**src/rtl/pe_loop_sequencer_if.sv**
```systemverilog
// Control, configuration and pad-address bundle of the PE loop sequencer.
// master: config/instruction-register side, slave: the sequencer itself.
interface pe_loop_sequencer_if #(
  parameter int TW  = 6,
  parameter int PW  = 4,
  parameter int IPA = 6,
  parameter int WPA = 8,
  parameter int PPA = 5
);
  logic           i_start;
  logic           i_abort;
  logic           i_stall;
  logic [TW-1:0]  i_cfg_w;
  logic [PW-1:0]  i_cfg_m;
  logic [PW-1:0]  i_cfg_c;
  logic [PW-1:0]  i_cfg_s;
  logic [2:0]     i_cfg_ab;
  logic           i_cfg_xnor;
  logic           o_busy;
  logic           o_done;
  logic           o_error;
  logic [2:0]     o_err_code;
  logic [1:0]     o_au_mode;
  logic           o_fs_valid;
  logic [IPA-1:0] o_fs_ip_addr;
  logic [WPA-1:0] o_fs_wp_addr;
  logic           o_ms_valid;
  logic           o_ms_psum_init;
  logic           o_ss_valid;
  logic [PPA-1:0] o_ss_pp_addr;
  logic           o_ss_pix_last;

  modport master (
    output i_start, i_abort, i_stall, i_cfg_w, i_cfg_m, i_cfg_c, i_cfg_s,
           i_cfg_ab, i_cfg_xnor,
    input  o_busy, o_done, o_error, o_err_code, o_au_mode, o_fs_valid,
           o_fs_ip_addr, o_fs_wp_addr, o_ms_valid, o_ms_psum_init,
           o_ss_valid, o_ss_pp_addr, o_ss_pix_last
  );

  modport slave (
    input  i_start, i_abort, i_stall, i_cfg_w, i_cfg_m, i_cfg_c, i_cfg_s,
           i_cfg_ab, i_cfg_xnor,
    output o_busy, o_done, o_error, o_err_code, o_au_mode, o_fs_valid,
           o_fs_ip_addr, o_fs_wp_addr, o_ms_valid, o_ms_psum_init,
           o_ss_valid, o_ss_pp_addr, o_ss_pix_last
  );
endinterface

```
**src/rtl/pe_loop_sequencer.sv**
```systemverilog
// PE loop sequencer: walks the W -> M -> C -> S loop nest from a latched
// config and issues pad addresses through a 3-stage FS/MS/SS pipeline.
// Addresses are built incrementally (no multipliers): wp is a linear count
// over (m,c,s); ip = base(w*C) + row offset (c) + s*C.
module pe_loop_sequencer #(
  parameter int TW  = 6,
  parameter int PW  = 4,
  parameter int IPA = 6,
  parameter int WPA = 8,
  parameter int PPA = 5
) (
  input  logic                 i_clk,
  input  logic                 i_rst_n,
  pe_loop_sequencer_if.slave   bus
);

  typedef enum logic [2:0] {
    ST_IDLE  = 3'd0,
    ST_INIT  = 3'd1,
    ST_WORK  = 3'd2,
    ST_DRAIN = 3'd3,
    ST_ERR   = 3'd4
  } state_e;

  state_e state_q, state_d;

  logic [TW-1:0]  cfg_w_q, cfg_w_d, w_q, w_d;
  logic [PW-1:0]  cfg_m_q, cfg_m_d, cfg_c_q, cfg_c_d, cfg_s_q, cfg_s_d;
  logic [PW-1:0]  m_q, m_d, c_q, c_d, s_q, s_d;
  logic [2:0]     cfg_ab_q, cfg_ab_d;
  logic           cfg_xnor_q, cfg_xnor_d;
  logic [IPA-1:0] ip_q, ip_d, row_q, row_d, base_q, base_d;
  logic [WPA-1:0] wp_q, wp_d;
  logic           fs_valid_q, fs_valid_d;
  logic           ms_valid_q, ms_valid_d, ms_init_q, ms_init_d, ms_last_q, ms_last_d;
  logic [PPA-1:0] ms_pp_q, ms_pp_d, ss_pp_q, ss_pp_d;
  logic           ss_valid_q, ss_valid_d, ss_last_q, ss_last_d;
  logic           drain_q, drain_d, done_q, done_d, busy_q, busy_d;
  logic           error_q, error_d;
  logic [2:0]     code_q, code_d, chk_code_s;
  logic [1:0]     au_q, au_d;

  logic           stall_s, last_iter_s;
  logic [TW-1:0]  w_max_s;
  logic [PW-1:0]  m_max_s, c_max_s, s_max_s;
  logic [IPA-1:0] c_ip_s, base_next_s;

  // Config range check in full precision; the first failing rule sets the code.
  function automatic logic [2:0] cfg_check(input logic [TW-1:0] w, input logic [PW-1:0] m,
                                           input logic [PW-1:0] c, input logic [PW-1:0] s,
                                           input logic [2:0] ab, input logic xnor_m);
    logic [31:0] w32, m32, c32, s32;
    logic [2:0]  code;
    w32 = 32'(w);
    m32 = 32'(m);
    c32 = 32'(c);
    s32 = 32'(s);
    if (w32 == 32'd0 || m32 == 32'd0 || c32 == 32'd0 || s32 == 32'd0) code = 3'd1;
    else if ((ab != 3'd1 && ab != 3'd2 && ab != 3'd4) || (xnor_m && ab != 3'd1)) code = 3'd2;
    else if ((w32 + s32 - 32'd1) * c32 > (32'd1 << IPA)) code = 3'd3;
    else if (m32 * c32 * s32 > (32'd1 << WPA)) code = 3'd4;
    else if (m32 > (32'd1 << PPA)) code = 3'd5;
    else code = 3'd0;
    return code;
  endfunction

  assign chk_code_s  = cfg_check(cfg_w_q, cfg_m_q, cfg_c_q, cfg_s_q, cfg_ab_q, cfg_xnor_q);
  assign stall_s     = bus.i_stall && (state_q == ST_WORK || state_q == ST_DRAIN);
  assign w_max_s     = cfg_w_q - TW'(1);
  assign m_max_s     = cfg_m_q - PW'(1);
  assign c_max_s     = cfg_c_q - PW'(1);
  assign s_max_s     = cfg_s_q - PW'(1);
  assign c_ip_s      = IPA'(cfg_c_q);
  assign base_next_s = base_q + c_ip_s;
  assign last_iter_s = (w_q == w_max_s) && (m_q == m_max_s) && (c_q == c_max_s) && (s_q == s_max_s);

  // Next-state, loop-index, address and pipeline computation.
  always_comb begin
    state_d = state_q;   cfg_w_d = cfg_w_q;   cfg_m_d = cfg_m_q;   cfg_c_d = cfg_c_q;
    cfg_s_d = cfg_s_q;   cfg_ab_d = cfg_ab_q; cfg_xnor_d = cfg_xnor_q;
    w_d = w_q; m_d = m_q; c_d = c_q; s_d = s_q;
    ip_d = ip_q; row_d = row_q; base_d = base_q; wp_d = wp_q;
    fs_valid_d = fs_valid_q;
    ms_valid_d = ms_valid_q; ms_init_d = ms_init_q; ms_last_d = ms_last_q; ms_pp_d = ms_pp_q;
    ss_valid_d = ss_valid_q; ss_last_d = ss_last_q; ss_pp_d = ss_pp_q;
    drain_d = drain_q; done_d = 1'b0; error_d = error_q; code_d = code_q; au_d = au_q;

    if (bus.i_abort) begin
      // Abort beats stall and start; error status is left untouched.
      state_d    = ST_IDLE;
      fs_valid_d = 1'b0;
      ms_valid_d = 1'b0;
      ms_init_d  = 1'b0;
      ms_last_d  = 1'b0;
      ss_valid_d = 1'b0;
      ss_last_d  = 1'b0;
    end else begin
      if (!stall_s) begin
        ms_valid_d = fs_valid_q;
        ms_init_d  = fs_valid_q && (c_q == {PW{1'b0}}) && (s_q == {PW{1'b0}});
        ms_last_d  = fs_valid_q && (c_q == c_max_s) && (s_q == s_max_s);
        ms_pp_d    = fs_valid_q ? PPA'(m_q) : {PPA{1'b0}};
        ss_valid_d = ms_valid_q;
        ss_last_d  = ms_last_q;
        ss_pp_d    = ms_pp_q;
      end else begin
        ms_valid_d = ms_valid_q;
        ss_valid_d = ss_valid_q;
      end

      case (state_q)
        ST_IDLE: begin
          if (bus.i_start) begin
            cfg_w_d = bus.i_cfg_w;   cfg_m_d = bus.i_cfg_m;   cfg_c_d = bus.i_cfg_c;
            cfg_s_d = bus.i_cfg_s;   cfg_ab_d = bus.i_cfg_ab; cfg_xnor_d = bus.i_cfg_xnor;
            error_d = 1'b0;
            code_d  = 3'd0;
            state_d = ST_INIT;
          end else begin
            state_d = ST_IDLE;
          end
        end
        ST_INIT: begin
          if (chk_code_s != 3'd0) begin
            error_d = 1'b1;
            code_d  = chk_code_s;
            state_d = ST_ERR;
          end else begin
            if (cfg_xnor_q) au_d = 2'd3;
            else begin
              case (cfg_ab_q)
                3'd2:    au_d = 2'd1;
                3'd4:    au_d = 2'd2;
                default: au_d = 2'd0;
              endcase
            end
            // First iteration is loaded straight into the FS registers.
            w_d = {TW{1'b0}}; m_d = {PW{1'b0}}; c_d = {PW{1'b0}}; s_d = {PW{1'b0}};
            ip_d = {IPA{1'b0}}; row_d = {IPA{1'b0}}; base_d = {IPA{1'b0}}; wp_d = {WPA{1'b0}};
            fs_valid_d = 1'b1;
            state_d    = ST_WORK;
          end
        end
        ST_WORK: begin
          if (stall_s) begin
            state_d = ST_WORK;
          end else if (last_iter_s) begin
            fs_valid_d = 1'b0;
            drain_d    = 1'b0;
            state_d    = ST_DRAIN;
          end else begin
            wp_d = wp_q + WPA'(1);
            if (s_q != s_max_s) begin
              s_d  = s_q + PW'(1);
              ip_d = ip_q + c_ip_s;
            end else begin
              s_d = {PW{1'b0}};
              if (c_q != c_max_s) begin
                c_d   = c_q + PW'(1);
                row_d = row_q + IPA'(1);
                ip_d  = row_q + IPA'(1);
              end else begin
                c_d = {PW{1'b0}};
                if (m_q != m_max_s) begin
                  m_d   = m_q + PW'(1);
                  row_d = base_q;
                  ip_d  = base_q;
                end else begin
                  m_d    = {PW{1'b0}};
                  w_d    = w_q + TW'(1);
                  base_d = base_next_s;
                  row_d  = base_next_s;
                  ip_d   = base_next_s;
                  wp_d   = {WPA{1'b0}};
                end
              end
            end
          end
        end
        ST_DRAIN: begin
          if (stall_s) begin
            state_d = ST_DRAIN;
          end else if (drain_q) begin
            done_d  = 1'b1;
            state_d = ST_IDLE;
          end else begin
            drain_d = 1'b1;
          end
        end
        ST_ERR:  state_d = ST_IDLE;
        default: state_d = ST_IDLE;
      endcase
    end

    busy_d = (state_d != ST_IDLE);
  end

  // FSM state register.
  always_ff @(posedge i_clk or negedge i_rst_n) begin
    if (!i_rst_n) state_q <= ST_IDLE;
    else          state_q <= state_d;
  end

  // Config, loop indices, address registers, pipeline and status outputs.
  always_ff @(posedge i_clk or negedge i_rst_n) begin
    if (!i_rst_n) begin
      cfg_w_q <= '0; cfg_m_q <= '0; cfg_c_q <= '0; cfg_s_q <= '0;
      cfg_ab_q <= 3'd0; cfg_xnor_q <= 1'b0;
      w_q <= '0; m_q <= '0; c_q <= '0; s_q <= '0;
      ip_q <= '0; row_q <= '0; base_q <= '0; wp_q <= '0;
      fs_valid_q <= 1'b0;
      ms_valid_q <= 1'b0; ms_init_q <= 1'b0; ms_last_q <= 1'b0; ms_pp_q <= '0;
      ss_valid_q <= 1'b0; ss_last_q <= 1'b0; ss_pp_q <= '0;
      drain_q <= 1'b0; done_q <= 1'b0; busy_q <= 1'b0;
      error_q <= 1'b0; code_q <= 3'd0; au_q <= 2'd0;
    end else begin
      cfg_w_q <= cfg_w_d; cfg_m_q <= cfg_m_d; cfg_c_q <= cfg_c_d; cfg_s_q <= cfg_s_d;
      cfg_ab_q <= cfg_ab_d; cfg_xnor_q <= cfg_xnor_d;
      w_q <= w_d; m_q <= m_d; c_q <= c_d; s_q <= s_d;
      ip_q <= ip_d; row_q <= row_d; base_q <= base_d; wp_q <= wp_d;
      fs_valid_q <= fs_valid_d;
      ms_valid_q <= ms_valid_d; ms_init_q <= ms_init_d; ms_last_q <= ms_last_d; ms_pp_q <= ms_pp_d;
      ss_valid_q <= ss_valid_d; ss_last_q <= ss_last_d; ss_pp_q <= ss_pp_d;
      drain_q <= drain_d; done_q <= done_d; busy_q <= busy_d;
      error_q <= error_d; code_q <= code_d; au_q <= au_d;
    end
  end

  assign bus.o_busy         = busy_q;
  assign bus.o_done         = done_q;
  assign bus.o_error        = error_q;
  assign bus.o_err_code     = code_q;
  assign bus.o_au_mode      = au_q;
  assign bus.o_fs_valid     = fs_valid_q;
  assign bus.o_fs_ip_addr   = ip_q;
  assign bus.o_fs_wp_addr   = wp_q;
  assign bus.o_ms_valid     = ms_valid_q;
  assign bus.o_ms_psum_init = ms_init_q;
  assign bus.o_ss_valid     = ss_valid_q;
  assign bus.o_ss_pp_addr   = ss_pp_q;
  assign bus.o_ss_pix_last  = ss_last_q;

endmodule

```
**src/flat_wrapper.sv**
```systemverilog
// flat-port wrapper written by rule: the top's interface ports become plain ports
module pe_loop_sequencer_flat 
#(
  parameter int TW  = 6,
  parameter int PW  = 4,
  parameter int IPA = 6,
  parameter int WPA = 8,
  parameter int PPA = 5
)
  (i_clk, i_rst_n, bus_i_start, bus_i_abort, bus_i_stall, bus_i_cfg_w, bus_i_cfg_m, bus_i_cfg_c, bus_i_cfg_s, bus_i_cfg_ab, bus_i_cfg_xnor, bus_o_busy, bus_o_done, bus_o_error, bus_o_err_code, bus_o_au_mode, bus_o_fs_valid, bus_o_fs_ip_addr, bus_o_fs_wp_addr, bus_o_ms_valid, bus_o_ms_psum_init, bus_o_ss_valid, bus_o_ss_pp_addr, bus_o_ss_pix_last);
  pe_loop_sequencer_if #(.TW(TW), .PW(PW), .IPA(IPA), .WPA(WPA), .PPA(PPA)) bus_i ();
  input  logic i_clk;
  input  logic i_rst_n;
  input wire logic [$bits(bus_i.i_start)-1:0] bus_i_start;
  input wire logic [$bits(bus_i.i_abort)-1:0] bus_i_abort;
  input wire logic [$bits(bus_i.i_stall)-1:0] bus_i_stall;
  input wire logic [$bits(bus_i.i_cfg_w)-1:0] bus_i_cfg_w;
  input wire logic [$bits(bus_i.i_cfg_m)-1:0] bus_i_cfg_m;
  input wire logic [$bits(bus_i.i_cfg_c)-1:0] bus_i_cfg_c;
  input wire logic [$bits(bus_i.i_cfg_s)-1:0] bus_i_cfg_s;
  input wire logic [$bits(bus_i.i_cfg_ab)-1:0] bus_i_cfg_ab;
  input wire logic [$bits(bus_i.i_cfg_xnor)-1:0] bus_i_cfg_xnor;
  output wire logic [$bits(bus_i.o_busy)-1:0] bus_o_busy;
  output wire logic [$bits(bus_i.o_done)-1:0] bus_o_done;
  output wire logic [$bits(bus_i.o_error)-1:0] bus_o_error;
  output wire logic [$bits(bus_i.o_err_code)-1:0] bus_o_err_code;
  output wire logic [$bits(bus_i.o_au_mode)-1:0] bus_o_au_mode;
  output wire logic [$bits(bus_i.o_fs_valid)-1:0] bus_o_fs_valid;
  output wire logic [$bits(bus_i.o_fs_ip_addr)-1:0] bus_o_fs_ip_addr;
  output wire logic [$bits(bus_i.o_fs_wp_addr)-1:0] bus_o_fs_wp_addr;
  output wire logic [$bits(bus_i.o_ms_valid)-1:0] bus_o_ms_valid;
  output wire logic [$bits(bus_i.o_ms_psum_init)-1:0] bus_o_ms_psum_init;
  output wire logic [$bits(bus_i.o_ss_valid)-1:0] bus_o_ss_valid;
  output wire logic [$bits(bus_i.o_ss_pp_addr)-1:0] bus_o_ss_pp_addr;
  output wire logic [$bits(bus_i.o_ss_pix_last)-1:0] bus_o_ss_pix_last;
  assign bus_i.i_start = bus_i_start;
  assign bus_i.i_abort = bus_i_abort;
  assign bus_i.i_stall = bus_i_stall;
  assign bus_i.i_cfg_w = bus_i_cfg_w;
  assign bus_i.i_cfg_m = bus_i_cfg_m;
  assign bus_i.i_cfg_c = bus_i_cfg_c;
  assign bus_i.i_cfg_s = bus_i_cfg_s;
  assign bus_i.i_cfg_ab = bus_i_cfg_ab;
  assign bus_i.i_cfg_xnor = bus_i_cfg_xnor;
  assign bus_o_busy = bus_i.o_busy;
  assign bus_o_done = bus_i.o_done;
  assign bus_o_error = bus_i.o_error;
  assign bus_o_err_code = bus_i.o_err_code;
  assign bus_o_au_mode = bus_i.o_au_mode;
  assign bus_o_fs_valid = bus_i.o_fs_valid;
  assign bus_o_fs_ip_addr = bus_i.o_fs_ip_addr;
  assign bus_o_fs_wp_addr = bus_i.o_fs_wp_addr;
  assign bus_o_ms_valid = bus_i.o_ms_valid;
  assign bus_o_ms_psum_init = bus_i.o_ms_psum_init;
  assign bus_o_ss_valid = bus_i.o_ss_valid;
  assign bus_o_ss_pp_addr = bus_i.o_ss_pp_addr;
  assign bus_o_ss_pix_last = bus_i.o_ss_pix_last;
  pe_loop_sequencer #(.TW(TW), .PW(PW), .IPA(IPA), .WPA(WPA), .PPA(PPA)) u_core (.i_clk(i_clk), .i_rst_n(i_rst_n), .bus(bus_i));
endmodule
```
**config.mk**
```make
export PLATFORM = sky130hd
export DESIGN_NAME = pe_loop_sequencer_flat
export DESIGN_NICKNAME = d
export VERILOG_FILES = /design/src/rtl/pe_loop_sequencer_if.sv /design/src/rtl/pe_loop_sequencer.sv /design/src/flat_wrapper.sv
export SDC_FILE = /design/constraint.sdc
export NUM_CORES = 1
export LEC_CHECK = 0
export BUFFER_PORTS_ARGS = -buffer_cell sky130_fd_sc_hd__buf_2
export CORE_ASPECT_RATIO = 1.4
export CORE_MARGIN = 1.5
export CORE_UTILIZATION = 59
export DETAILED_ROUTE_END_ITERATION = 10
export PLACE_DENSITY = 0.78
export SYNTH_ARGS = -nofsm -noshare
export SYNTH_HDL_FRONTEND = slang
export SYNTH_SLANG_ARGS = --single-unit
```
**constraint.sdc**
```tcl
create_clock -name i_clk -period 9.4 [get_ports i_clk]
set_clock_uncertainty 0.1 [all_clocks]
set_input_delay 0.47 -clock i_clk [delete_from_list [all_inputs] [get_ports i_clk]]
set_output_delay 0.47 -clock i_clk [all_outputs]
set_load 0.02 [all_outputs]
```
# Word level (Yosys, flattened, before mapping)
# Cells that the tools add are included.
# op_classes
n_addsub,14
mul,3
order_cmp,2
eq_ne,29
n_mux,87
bitwise_logic,3
reduce_logical,39
# ops
cell,count
6-bit 2-to-1 mux,18
4-bit 2-to-1 mux,14
8-bit 2-to-1 mux,6
6-bit case mux with 2 select lines,4
3-bit 2-to-1 mux,12
32-bit by 7-bit greater-than comparator with 1-bit output (second input constant),1
32-bit by 4-bit multiplier with 32-bit output,1
32-bit by 1-bit subtractor with 32-bit output (second input constant),1
4-bit case mux with 2 select lines,3
1-bit 2-to-1 mux,22
4-bit zero test,5
2-bit != test (second input constant),9
8-bit case mux with 2 select lines,1
4-bit by 1-bit adder with 4-bit output (second input constant),3
6-bit by 1-bit adder with 6-bit output (second input constant),2
6-bit by 4-bit adder with 6-bit output,2
4-bit == test,3
12-bit by 9-bit greater-than comparator with 1-bit output (second input constant),1
8-bit by 4-bit multiplier with 12-bit output,1
4-bit != test,3
3-bit case mux with 4 select lines,1
4-bit by 1-bit subtractor with 4-bit output (second input constant),3
1-bit logical AND,11
5-bit AND reduction,2
other kinds (28),48
# totals
ff_bits,94
out_inout_bits,32
elab_cells,206

# Longest topological paths before layout
# logic_depth
ltp_word,12
ltp_mapped,28
mapped_depth_nobuf,26

# Worst setup path after synthesis
# No wires, ideal clock.
# synth_path
kind,register to register
startpoint,register u_core.cfg_c_q[2]
endpoint,register u_core.c_q[0]
setup_ns,0.125
arrival_time_ns,6.353
setup_slack_ns,2.822
path_stages_with_launch,26
synth_period_minus_slack_ns,6.578
cell_sequence,dfrtp_1 -> buf_2 -> clkbuf_1 -> nand2_1 -> fa_1 -> fa_1 -> inv_1 -> ha_1 -> a21o_1 -> a21oi_1 -> xnor2_1 -> nand2_1 -> fa_1 -> inv_1 -> fa_1 -> ha_1 -> clkbuf_1 -> and3_1 -> a22oi_1 -> a21oi_1 -> mux2i_1 -> nand4b_1 -> nor4b_4 -> nand3_4 -> a21oi_4 -> mux2_2
# synth_between
elab_chain_cells,10
elab_cells_between_ends,26
classes_between,add/sub: 1; mul: 3; order compare: 2; eq/ne: 4; mux: 9; reduce/logical: 7
# synth_lines
item,line,rtl
"start, declared",pe_loop_sequencer.sv:28,"logic [PW-1:0] cfg_m_q, cfg_m_d, cfg_c_q, cfg_c_d, cfg_s_q, cfg_s_d;"
"start signal, assigned",pe_loop_sequencer.sv:217,cfg_w_q <= cfg_w_d; cfg_m_q <= cfg_m_d; cfg_c_q <= cfg_c_d; cfg_s_q <= cfg_s_d;
4-bit by 4-bit multiplier with 8-bit output,pe_loop_sequencer.sv:61,else if (m32 * c32 * s32 > (32'd1 << WPA)) code = 3'd4;
8-bit by 4-bit multiplier with 12-bit output,pe_loop_sequencer.sv:61,
12-bit by 9-bit greater-than comparator with 1-bit output,pe_loop_sequencer.sv:61,
3-bit 2-to-1 mux,pe_loop_sequencer.sv:61,
3-bit 2-to-1 mux,pe_loop_sequencer.sv:60,else if ((w32 + s32 - 32'd1) * c32 > (32'd1 << IPA)) code = 3'd3;
3-bit 2-to-1 mux,pe_loop_sequencer.sv:59,else if ((ab != 3'd1 && ab != 3'd2 && ab != 3'd4) || (xnor_m && ab != 3'd1)) code = 3'd2;
3-bit 2-to-1 mux,pe_loop_sequencer.sv:58,if (w32 == 32'd0 || m32 == 32'd0 || c32 == 32'd0 || s32 == 32'd0) code = 3'd1;
3-bit nonzero test,pe_loop_sequencer.sv:124,if (chk_code_s != 3'd0) begin
2-bit != test (no line),-,
6-bit AND reduction (no line),-,
"end signal, assigned",pe_loop_sequencer.sv:209,w_q <= '0; m_q <= '0; c_q <= '0; s_q <= '0;
"end signal, assigned",pe_loop_sequencer.sv:219,w_q <= w_d; m_q <= m_d; c_q <= c_d; s_q <= s_d;
"end, declared",pe_loop_sequencer.sv:29,"logic [PW-1:0] m_q, m_d, c_q, c_d, s_q, s_d;"
# Parallel ways exist; a longest one is shown, timed or not. The select of a mux whose other input is x is not followed.
# A chain may end at the register's enable or synchronous reset.

# Worst setup path after layout
# layout_path
startpoint,register u_core.cfg_s_q[0]
endpoint,register u_core.row_q[1]
# layout_between
elab_chain_cells,10
elab_cells_between_ends,21
classes_between,add/sub: 3; mul: 2; order compare: 2; eq/ne: 5; mux: 4; reduce/logical: 5
# layout_lines
item,line,rtl
"start, declared",pe_loop_sequencer.sv:28,
"start signal, assigned",pe_loop_sequencer.sv:217,
6-bit by 4-bit adder with 7-bit output,pe_loop_sequencer.sv:60,
32-bit by 1-bit subtractor with 32-bit output,pe_loop_sequencer.sv:60,
32-bit by 4-bit multiplier with 32-bit output,pe_loop_sequencer.sv:60,
32-bit by 7-bit greater-than comparator with 1-bit output,pe_loop_sequencer.sv:60,
3-bit 2-to-1 mux,pe_loop_sequencer.sv:60,
3-bit 2-to-1 mux,pe_loop_sequencer.sv:59,
3-bit 2-to-1 mux,pe_loop_sequencer.sv:58,
3-bit nonzero test,pe_loop_sequencer.sv:124,
2-bit != test (no line),-,
6-bit AND reduction (no line) *,-,
"end signal, assigned",pe_loop_sequencer.sv:220,ip_q <= ip_d; row_q <= row_d; base_q <= base_d; wp_q <= wp_d;
"end, declared",pe_loop_sequencer.sv:32,"logic [IPA-1:0] ip_q, ip_d, row_q, row_d, base_q, base_d;"
# Mark *: on every way between the ends. The rest lies on a longest branch, timed or not.

==> reports/results.ini <==
[clocking]
clkTransAtPathRegs_ps=70
clk_latency_ps=350
clk_path_buf_depth=2
cts_made_buffers=9
post-cts-setup-buffers=0
cts_tree=built
htree_levels=3
root_buffer=clkbuf_16
cts_sinks=92

[route]
wl_mm=22.4
drtPass1Iterations=7
drtAntennaViolNets=0
vias=7639
drc=0
vias_per_cell=5.98
first_iter_violations=446
wl_per_cell_um=17.5

[synth]
synth_top_area_share_pct=25.0
async_reset_ff_share_pct=100
synth.avg_cell_area_um2=8.76
ys_seq_area_share_pct=25.0
synth.largest_area_cell=dfrtp_1
syn_area_um2=9230
synth_nets=1209
synth_edf_count=0
yosys.cell_types.count=75
yosysWarnings=0
synthCells=1053
synth_seq_cells=92
yosys-top-cells-area=dfrtp_1 25%, fa_1 11%, ha_1 11%, inv_1 4.9%, mux2_2 4.1%
synthFlopType=dfrtp_1

[cells_and_area]
drive_gt1_share_pct=12.0
num-fill-cells=1261
antenna_cells=0
area_delta_synth_final_pct=7.55
num-nets-final=1238

[timing]
period_share_pct=78.2
worst_slew_pin_slew_ps=951
setup_viol=0
setup_tns_ps=0
slew_viol_final=0
fmax_ghz=0.136
slew_headroom_pct=36.4
rsz0062_at_grt=no
min_period_ps=7350
hold_viol_final=0

[placement]
io_buffers=57
gp_congestion=0.925
hpwl_mm=17.4

[die]
initial_core_util_pct=60.8
ios=59
row_count=53
chipHeight_um=151
die_w_um=109
dieArea_um2=16400
core_um2=15200

[setup_path]
critPathLaunchType=flop
slowest_delay_ps=540
critPathKind=flop to flop
crit_path_end_kind=flop
worstPathMaxFanout=26
cpMostUsedCell=fa_1
path_cells=ha_1 -> fa_1 -> a21o_1 -> a21oi_1 -> xnor2_1 -> nor3_1 -> and3_1 -> and2_1 -> inv_1 -> fa_1 -> inv_1 -> fa_1 -> ha_1 -> nand2_1 -> o21ai_0 -> a21oi_1 -> o21ai_0 -> o2111ai_1 -> nor4_4 -> nand3_4 -> a21oi_4 -> mux2_2
crit_slowest_cell=dfrtp_1
cp.arrival_ps=7480
cp.required_ps=9530

[global_routing]
grt_max_degree=61
use_met3_pct=2.97
grt_pass1_wl_mm=36.6
met2_usage_pct=52.4
grt_pass1_vias=7745
top_usage_layer=met2
gr-total-overflow=0
grt_util_met1_pct=32.0
track_usage_pct=28.6
antenna_found_initial=0

[min_path]
hp-class=input port to flop

[job]
max_cap_viol_count=0

[run_status]
status=finished clean

per-layer routing:
| metal | share of wire, % | vias to the layer above | routed length (um) |
|---|---|---|---|
| li1 | - | 3690 | - |
| met5 | 0 | - | 0 |
| met4 | 5.3 | 0 | 1180 |
| met1 | 39 | 3670 | 8800 |
| met3 | 3.1 | 76 | 684 |
| met2 | 52 | 203 | 11700 |
synthesized netlist by cell type, drive strengths merged, types with 4 or more instances:
cell / number
nor3b: 4
o32ai: 6
fa: 51
a31oi: 11
and2: 36
a211oi: 14
ha: 78
a21oi: 58
nor2b: 16
nand2b: 18
nor4: 5
xor2: 17
inv: 121
o31ai: 5
mux2: 34
a22o: 6
xnor2: 43
o21ai: 44
nand4: 11
a21o: 19
or3: 5
o21a: 7
and3: 12
dfrtp: 92
buf: 19
nand3: 42
a22oi: 4
o22ai: 7
o211ai: 6
nor3: 16
clkbuf: 26
nand2: 89
mux2i: 13
nor2: 66
area by class of cell:
type / count / area (um^2) / share of cell area (%)
repair buffers: 63 / 335 / 3.38
clock buffers: 9 / 225 / 2.27
multi-input cells: 795 / 6270 / 63.2
flip-flops and latches: 92 / 2300 / 23.2
inverters: 121 / 454 / 4.58
well taps: 192 / 240 / 2.42
clock inverters: 6 / 96.3 / 0.971
cell families (layout without fill, tap and decap cells):
kind of cell / after synthesis / after routing / share of synthesized area [%]
muxes: 47 / 47 / 5.56
adders and majority gates: 129 / 129 / 21.6
other: 1 / 1 / 0.0406
xor gates and xnor gates: 60 / 60 / 5.70
buffers and inverters: 166 / 199 / 7.09
AOI/OAI and AO/OA: 224 / 224 / 16.3
and+or+nand+nor: 334 / 334 / 18.7
DFF: 92 / 92 / 25.0
stage by stage:
stage                     area (um^2)  cells  util, %  hold slack, ps  worst slack (ps)
after detailed placement         9590   1262     63.2             332              2080
after global placement           9590   1262     63.2             327              2210
after floorplan                  9230   1053        -            74.4              2820
after global routing             9920   1278     65.3             250              1560
final                            9920   1278     65.3             251              2050
after CTS                        9920   1278     65.3             244              2060
flip-flops by register name (all words and copies together), names as in the netlist, 6 cells and up:
name                     count
u_core.cfg_w_q               6
u_core.w_q                   6
u_core.row_q                 6
u_core.base_q                6
u_core.bus.o_fs_wp_addr      8
u_core.bus.o_fs_ip_addr      6
final timing paths:
| path | depth (start not counted) | from | slack, ps | to |
|---|---|---|---|---|
| hold reg to reg | 1 | u_core.w_q[5] | 390 | u_core.w_q[5] |
| setup reg to reg | 22 | u_core.cfg_s_q[0] | 2050 | u_core.row_q[1] |
| max in group asynchronous | 3 | i_rst_n | 7560 | u_core.cfg_c_q[0] |
| min in group asynchronous | 2 | i_rst_n | 510 | u_core.bus.o_au_mode[0] |
| hold / removal | 2 | bus_i_cfg_ab[0] | 250 | u_core.cfg_ab_q[0] |
| setup / recovery | 22 | u_core.cfg_s_q[0] | 2050 | u_core.row_q[1] |
placed cells by master, fill, tap and decap left out, drive strengths merged, types with 4 or more instances in the layout:
| cell | synthesis | routed |
|---|---|---|
| inv | 121 | 124 |
| mux2i | 13 | 13 |
| a22oi | 4 | 4 |
| o22ai | 7 | 7 |
| nor3b | 4 | 4 |
| a22o | 6 | 6 |
| nor2b | 16 | 16 |
| o211ai | 6 | 6 |
| a31oi | 11 | 11 |
| buf | 19 | 62 |
| o31ai | 5 | 5 |
| o21a | 7 | 7 |
| nand4 | 11 | 11 |
| and3 | 12 | 12 |
| clkbuf | 26 | 9 |
| or3 | 5 | 5 |
| nor4 | 5 | 5 |
| nand2 | 89 | 89 |
| mux2 | 34 | 34 |
| dfrtp | 92 | 92 |
| nor3 | 16 | 16 |
| nand3 | 42 | 42 |
| fa | 51 | 51 |
| xor2 | 17 | 17 |
| ha | 78 | 78 |
| a211oi | 14 | 14 |
| and2 | 36 | 36 |
| nor2 | 66 | 66 |
| a21oi | 58 | 58 |
| nand2b | 18 | 18 |
| o32ai | 6 | 6 |
| a21o | 19 | 19 |
| o21ai | 44 | 44 |
| xnor2 | 43 | 43 |
critical path: cells and delay by family, from the launching register on:
family | cells | cell delay (ps)
adder cells (fa/ha/maj) | 5 | 2260
AO/OA/AOI/OAI | 7 | 1840
AND/OR/NAND/NOR | 6 | 1810
flip-flops | 1 | 540
multiplexers | 1 | 380
buffers and inverters | 2 | 150
XOR/XNOR | 1 | 140
timing repair:
action                                  in CTS  in global routing
hold endpoints to repair                    32                  0
resized for setup                            0                  0
endpoints found under the setup margin       0                  0
hold buffers                                 1                  0
Power is left out: the tool's default activity adds up to more than one toggle a clock period on the data nets, which glitch-free logic cannot reach.
